File: config.mk
export PLATFORM = sky130hd
export DESIGN_NAME = vc_output_arbiter
export DESIGN_NICKNAME = d
export VERILOG_FILES = /design/src/rtl/ring_router_pkg.sv /design/src/rtl/lru_pick2.sv /design/src/rtl/vc_output_arbiter.sv
export SDC_FILE = /design/constraint.sdc
export NUM_CORES = 1
export LEC_CHECK = 0
export CORE_AREA = 2 2 132 134
export DETAILED_ROUTE_END_ITERATION = 10
export DIE_AREA = 0 0 134 136
export GPL_ROUTABILITY_DRIVEN = 0
export PLACE_DENSITY = 0.79
export SLEW_MARGIN = 20
export SYNTH_ARGS = -nofsm -noshare
export SYNTH_HDL_FRONTEND = slang
export SYNTH_SLANG_ARGS = --single-unit
File: constraint.sdc
create_clock -name clk -period 4 [get_ports clk]
set_input_delay 0.8 -clock clk [delete_from_list [all_inputs] [get_ports clk]]
set_output_delay 0.8 -clock clk [all_outputs]
set_load 0.005 [all_outputs]
File: src/rtl/ring_router_pkg.sv
// Shared ring-router definitions: packet geometry, VC indices, packet layout,
// per-VC buffer states and the hop-field helper used by the output arbiters.
package ring_router_pkg;

  localparam int RR_DATA_W  = 64;
  localparam int RR_HOP_MSB = 55;
  localparam int RR_HOP_LSB = 48;

  localparam logic VC_ODD  = 1'b0;
  localparam logic VC_EVEN = 1'b1;

  // Packet layout: hop count sits in bits [55:48]
  typedef struct packed {
    logic [3:0]  vc;
    logic [3:0]  dir;
    logic [7:0]  hop;
    logic [47:0] payload;
  } packet_t;

  // Occupancy of one VC output buffer
  typedef enum logic {
    ST_EMPTY = 1'b0,
    ST_FULL  = 1'b1
  } vc_state_e;

endpackage

File: src/rtl/lru_pick2.sv
// Two-requester least-recently-granted picker. One priority bit names the
// favoured requester; it flips to the loser whenever a grant is issued.
module lru_pick2 (
  input  logic       clk,
  input  logic       reset,
  input  logic       en,
  input  logic [1:0] req,
  output logic [1:0] grant
);

  logic pri_q;
  logic pri_d;

  // Pick a winner when enabled; a tie goes to the favoured requester
  always_comb begin
    grant = 2'b00;
    pri_d = pri_q;
    if (en) begin
      if (req[0] && (!req[1] || !pri_q)) begin
        grant = 2'b01;
      end else if (req[1]) begin
        grant = 2'b10;
      end
    end
    if (grant[0]) begin
      pri_d = 1'b1;
    end else if (grant[1]) begin
      pri_d = 1'b0;
    end
  end

  // Priority bit register; requester 0 favoured out of reset
  always_ff @(posedge clk) begin
    if (reset) begin
      pri_q <= 1'b0;
    end else begin
      pri_q <= pri_d;
    end
  end

endmodule

File: src/rtl/vc_output_arbiter.sv
// Output-port arbiter for one ring-router channel. Two VCs (odd/even, chosen
// by the alternating polarity input) each own a one-entry buffer and an LRU
// picker. Build option: define VC_ARB_HOP_DEC_EN to decrement the hop field
// of every captured packet (wrapping 0x00 -> 0xFF).
module vc_output_arbiter
  import ring_router_pkg::*;
#(
  parameter int DATA_W  = RR_DATA_W,
  parameter int HOP_MSB = RR_HOP_MSB,
  parameter int HOP_LSB = RR_HOP_LSB
) (
  input  logic              clk,
  input  logic              reset,
  input  logic              polarity,
  input  logic [1:0]        req,
  input  logic [DATA_W-1:0] din0,
  input  logic [DATA_W-1:0] din1,
  output logic [1:0]        grant,
  output logic              so,
  input  logic              ro,
  output logic [DATA_W-1:0] dout,
  output logic [1:0]        full
);

  localparam int HOP_W = HOP_MSB - HOP_LSB + 1;
`ifdef VC_ARB_HOP_DEC_EN
  localparam bit HOP_DEC_EN = 1'b1;
`else
  localparam bit HOP_DEC_EN = 1'b0;
`endif

  vc_state_e         state_q [2];
  vc_state_e         state_d [2];
  logic [DATA_W-1:0] pkt_q   [2];
  logic [DATA_W-1:0] pkt_d   [2];
  logic [1:0][1:0]   vc_grant;
  logic [DATA_W-1:0] sel_pkt;
  logic [DATA_W-1:0] cap_pkt;

  // Only the VC matching polarity can grant, so the OR is one-hot or zero
  assign grant = vc_grant[0] | vc_grant[1];

  // Select the winning packet and optionally decrement its hop field
  always_comb begin
    sel_pkt = grant[1] ? din1 : din0;
    cap_pkt = sel_pkt;
    if (HOP_DEC_EN) begin
      cap_pkt[HOP_MSB:HOP_LSB] = sel_pkt[HOP_MSB:HOP_LSB] - {{(HOP_W-1){1'b0}}, 1'b1};
    end
  end

  genvar gi;
  generate
    for (gi = 0; gi < 2; gi++) begin : g_vc
      localparam logic VC_ID = 1'(gi);
      logic active;
      logic pick_en;

      assign active  = (polarity == VC_ID);
      assign pick_en = active && (state_q[gi] == ST_EMPTY);

      lru_pick2 u_pick (
        .clk   (clk),
        .reset (reset),
        .en    (pick_en),
        .req   (req),
        .grant (vc_grant[gi])
      );

      // Fill on grant while empty, drain on ro while full; both need this VC's phase
      always_comb begin
        state_d[gi] = state_q[gi];
        pkt_d[gi]   = pkt_q[gi];
        if (pick_en && (vc_grant[gi] != 2'b00)) begin
          state_d[gi] = ST_FULL;
          pkt_d[gi]   = cap_pkt;
        end else if (active && ro && (state_q[gi] == ST_FULL)) begin
          state_d[gi] = ST_EMPTY;
        end
      end

      // Buffer and occupancy registers; reset discards any held packet
      always_ff @(posedge clk) begin
        if (reset) begin
          state_q[gi] <= ST_EMPTY;
          pkt_q[gi]   <= '0;
        end else begin
          state_q[gi] <= state_d[gi];
          pkt_q[gi]   <= pkt_d[gi];
        end
      end

      assign full[gi] = (state_q[gi] == ST_FULL);
    end
  endgenerate

  // Downstream view follows the current phase
  assign so   = full[polarity];
  assign dout = pkt_q[polarity];

endmodule
* Word level (Yosys, flattened, before mapping)
Memory sizes are Yosys's and may differ from the RTL's.
Cells that the tools add are included.
** Storage, ports and cells
- Flip-flop bits (word level) :: 2
- Memory bits (writable) :: 130
- Input port bits :: 134
- Word-level logic and storage cells :: 59
- Output and inout port bits :: 69
- Memories :: 2
** Memory list
- pkt_q :: depth 2, width 64, rd ports 1, clocked after Yosys merged registers in 0, write ports 2, line vc_output_arbiter.sv:34 : logic [DATA_W-1:0] pkt_q [2];
- state_q :: depth 2, width 1, rd ports 2, clocked after Yosys merged registers in 0, write ports 2, line vc_output_arbiter.sv:32 : vc_state_e state_q [2];
** Cells by class
- Order comparisons :: 1
- Reductions and logical operators :: 19
- Bitwise gates (word level) :: 8
- Equality and inequality tests :: 2
- Muxes and demuxes :: 25
** Operators by type and width (count)
- $mux W64 :: 5
- $mux W1 :: 15
- $logic_and A1 B1 Y1 :: 10
- $mux W2 :: 5
- $or A1 B1 Y1 :: 4
- $reduce_and A2 Y1 :: 2
- $reduce_bool A2 Y1 :: 2
- $logic_not A1 Y1 :: 3
- $not A1 Y1 :: 3
- $logic_or A1 B1 Y1 :: 2
- $lt A1 B2 Y1 const B :: 1
- $ne A1 B1 Y1 const B :: 2
- $or A2 B2 Y2 :: 1

* Logic depth before layout (Yosys ltp)
- Depth in word-level cells :: 10
- Mapped depth :: 7
- Gate-level depth less buffers :: 3

* By module
Synthesis repeated with hierarchy kept, for this count alone.
** Second synthesis, totals
- Cells, all modules :: 565
- Area total of the unflattened synthesis :: 7607.3 sq um
** Modules (own cells, without submodules)
- vc_output_arbiter :: area an instance 7482.2 sq um, instances 1, sequential area each 3883.7 sq um, cells each 547
- lru_pick2 :: area an instance 62.6 sq um, instances 2, sequential area each 20.0 sq um, cells each 9

* Least setup slack after synthesis
OpenSTA, ideal clock, no wires.
- Path type :: input to register
- From :: in polarity
- To :: mem pkt_q[1][0] (netlist name) (enable)
- Data required time :: 3577 ps
- Setup slack :: 438 ps
- Stages :: 6
- Arrival time :: 3138 ps
- Buffers on the path :: 3
- Setup time :: 423 ps
- Cell sequence :: buf_6 > nor2b_1 > clkbuf_1 > clkbuf_1 > nand2_1 > nand2_1
** RTL lines
- from (decl) :: line vc_output_arbiter.sv:14 : input logic polarity,
- to (decl) :: line vc_output_arbiter.sv:34

* Final worst setup path
- From :: in req[1]
- To :: out grant[1]
** On the way
- Longest elaborated chain between the ends :: 6
- Elaborated cells between the ends (all ways) :: 11
- Those cells by class :: mux (5); bitwise (1); reduce/logical (5)
** RTL lines
- from (decl) :: line vc_output_arbiter.sv:15 : input logic [1:0] req,
- $logic_not A1 Y1 :: line lru_pick2.sv:19 : if (req[0] && (!req[1] || !pri_q)) begin
- $logic_or A1 B1 Y1 :: line lru_pick2.sv:19
- $logic_and A1 B1 Y1 :: line lru_pick2.sv:19
- $mux W2 :: line lru_pick2.sv:19
- $mux W2 :: line lru_pick2.sv:18 : if (en) begin
- $or A2 B2 Y2 * :: line vc_output_arbiter.sv:41 : assign grant = vc_grant[0] | vc_grant[1];
- to (decl) :: line vc_output_arbiter.sv:18 : output logic [1:0] grant,
Mark *: on every way between the ends. The rest lies on a longest branch, timed or not.

==> impl_metrics.env <==
export IMPL_row_count=48
export IMPL_initial_core_util=0.4871
export IMPL_grt_pass1_vias=6267
export IMPL_drv_cap=0
export IMPL_clockBufferDepth=2
export IMPL_synth_area_mm2=0.008220
export IMPL_post_cts_buffers=0
export IMPL_synth_edf_count=128
export IMPL_yosysMostFrequentCell="nand4_1"
export IMPL_clock_latency_ps=410
export IMPL_die_area_mm2=0.01822
export IMPL_crit_fanout=4
export IMPL_cts_tree="built"
export IMPL_ys_ff_latch=132
export IMPL_fin_ws_ps=605.2
export IMPL_powerDensity_mw_per_mm2=379.2
export IMPL_drc_errors=0
export IMPL_critPathLaunchType="input port"
export IMPL_netlist_top_cells_count="nand4_1 (256), edfxtp_1 (128), mux2i_1 (128)"
export IMPL_clock_sinks=132
export IMPL_cts_hold_buf=0
export IMPL_drtPass1Iterations=5
export IMPL_crit_path_end_kind="output pin"
export IMPL_post_drt_wl_per_cell_um=19.32
export IMPL_area_growth_pct=30.64
export IMPL_finClkSkew_ps=3.410
export IMPL_r2r_end="pkt_q[1][46]$_SDFFCE_PN0P_"
export IMPL_die_y_um=136
export IMPL_slew_headroom=0.3142
export IMPL_overflow=0
export IMPL_cts_root_buf="clkbuf_16"
export IMPL_syn_nets=852
export IMPL_htreeDepth=4
export IMPL_fin_crit_ps=3395
export IMPL_outcome="finished, final reports clean"
export IMPL_min_path_type="reg -> reg"
export IMPL_crit_end="grant[1]"
export IMPL_path_class="in -> out"
export IMPL_drt_iter0_drc=538
export IMPL_cts_buffers=17
export IMPL_hold_viol=0
export IMPL_place_ws_ps=608.6
export IMPL_worst_slew_pin_slew_ps=1029
export IMPL_dpl_hpwl_um=11860
export IMPL_drive_above_1_share=0.1257
export IMPL_ys_seq_area_frac=0.4773
export IMPL_ant_nets=0
export IMPL_grt_max_degree=155
export IMPL_port_buffers=202
export IMPL_fill_cells=1296
export IMPL_finalMaxSlewViolations=0
export IMPL_ctsResizeCount=0
export IMPL_via_per_inst=6.217
export IMPL_synthFlopType="edfxtp_1"
export IMPL_antenna_found_initial=0
export IMPL_power_leakage_nw=4.170
export IMPL_yosys_warnings=0
export IMPL_synth_top_area_share=0.4676
export IMPL_clk_pin_slew_ps=60
export IMPL_period_share=0.8487
export IMPL_rsz0062_at_grt="no"
export IMPL_fmax_mhz=294.6
export IMPL_grt_usage=0.2245
export IMPL_synth_area_leaders="edfxtp_1 (47%), nand4_1 (19%), mux2i_1 (16%)"
export IMPL_vdd_ir_drop_max_mv=0.3002
export IMPL_vias=6689
export IMPL_routed_wl_um=20790
export IMPL_worstPathRequired_ps=3200
export IMPL_r2r_slack_ps=1860
export IMPL_nets=972
export IMPL_synth_top_area_cell="edfxtp_1"
export IMPL_fin_setup_tns_ps=0
export IMPL_avgSynthCellArea_um2=11.45
export IMPL_fp_coreArea_mm2=0.01688
export IMPL_finalSetupViolations=0
export IMPL_synth_cells=718
export IMPL_grt_pass1_wl_um=32110
export IMPL_pin_count=203
export IMPL_rr_worst_depth=4
export IMPL_crit_arrival_ps=2590
export IMPL_die_w_um=134
export IMPL_async_reset_ff_frac=0
export IMPL_crit_start="req[1]"
export IMPL_diodes=0
export IMPL_rr_startpoint="state_q[1]$_SDFF_PP0_"
export IMPL_synth_cell_type_count=24
## layout by cell type (no fill, tap or decap), types with 2 or more instances in the layout
master             n
a22oi_1            2
buf_12             5
buf_4              5
bufinv_16          3
clkbuf_16         17
clkdlybuf4s50_1  201
clkinv_1           7
clkinv_2           2
dfxtp_1            4
edfxtp_1         128
inv_1              3
mux2_2            66
mux2i_1          128
nand2_1            3
nand2_4            2
nand4_1          256
nor2_1             2
nor2b_1            2
o21ai_0            2
## sequential cells by signal, indices dropped and copies added (netlist names)
register	count
pkt_q	128
g_vc.u_pick.pri_q	2
state_q	2
## kinds of logic (layout without fill, tap and decap cells)
group	count (synthesis)	count (layout)	share of synthesized area
buf+inv	114	247	0.06636
flops	132	132	0.4773
compound gates	7	7	0.005936
mux	194	194	0.2463
simple gates	271	271	0.2041
## how the worst min path moves through the flow
stage                                      startpoint                                end  cells after the start  slack (ps)
detailed placement  g_vc[0].u_pick.pri_q$_SDFFE_PP0P_  g_vc[0].u_pick.pri_q$_SDFFE_PP0P_                      2         530
floorplan                       state_q[1]$_SDFF_PP0_              state_q[1]$_SDFF_PP0_                      2         480
finish              g_vc[1].u_pick.pri_q$_SDFFE_PP0P_  g_vc[1].u_pick.pri_q$_SDFFE_PP0P_                      2         540
global placement    g_vc[1].u_pick.pri_q$_SDFFE_PP0P_  g_vc[1].u_pick.pri_q$_SDFFE_PP0P_                      2         520
global route        g_vc[1].u_pick.pri_q$_SDFFE_PP0P_  g_vc[1].u_pick.pri_q$_SDFFE_PP0P_                      2         580
CTS                 g_vc[1].u_pick.pri_q$_SDFFE_PP0P_  g_vc[1].u_pick.pri_q$_SDFFE_PP0P_                      2         540
## critical path: stages
cell and delay [ps]:
clkdlybuf4s50_1 520, or3b_1 400, o22a_4 280, inv_1 90, clkdlybuf4s50_1 500
## report_power, final
part	total, mW	switching (mW)	internal, mW
Clock	1.53	0.568	0.961
Combinational	0.849	0.419	0.430
Sequential	1.69	0.0312	1.66
Total	4.07	1.02	3.05
## stage by stage
step | cell area, µm² | instances | hold WS [ps] | power (mW) | util
after floorplan | 8220 | 718 | 480.7 | 2.177 | -
after global placement | 10170 | 1044 | 519.2 | 2.549 | 0.6025
after detailed placement | 10170 | 1044 | 528.6 | 2.566 | 0.6025
after CTS | 10740 | 1076 | 543.6 | 4.091 | 0.6363
after global routing | 10740 | 1076 | 583.2 | 4.213 | 0.6363
final | 10740 | 1076 | 536.5 | 4.072 | 0.6363
## final cells by class
type	instances	area [µm²]	area share
flip-flops and latches	132	3924	0.3654
multi-input cells	472	3792	0.3531
repair buffers	211	2150	0.2002
clock buffers	18	429.2	0.03996
well taps	225	281.5	0.02621
clock inverters	14	142.6	0.01328
inverters	4	20.02	0.001864
## per-layer routing
layer  GRT usage  wire length [µm]  up-vias
met3     0.04325              1182       49
li1            -                 -     3163
met4      0.1099               769        0
met1      0.2773              8466     3239
met2      0.3786             10370      238
met5           0                 0        -
Power figures use the tool's default switching activity.
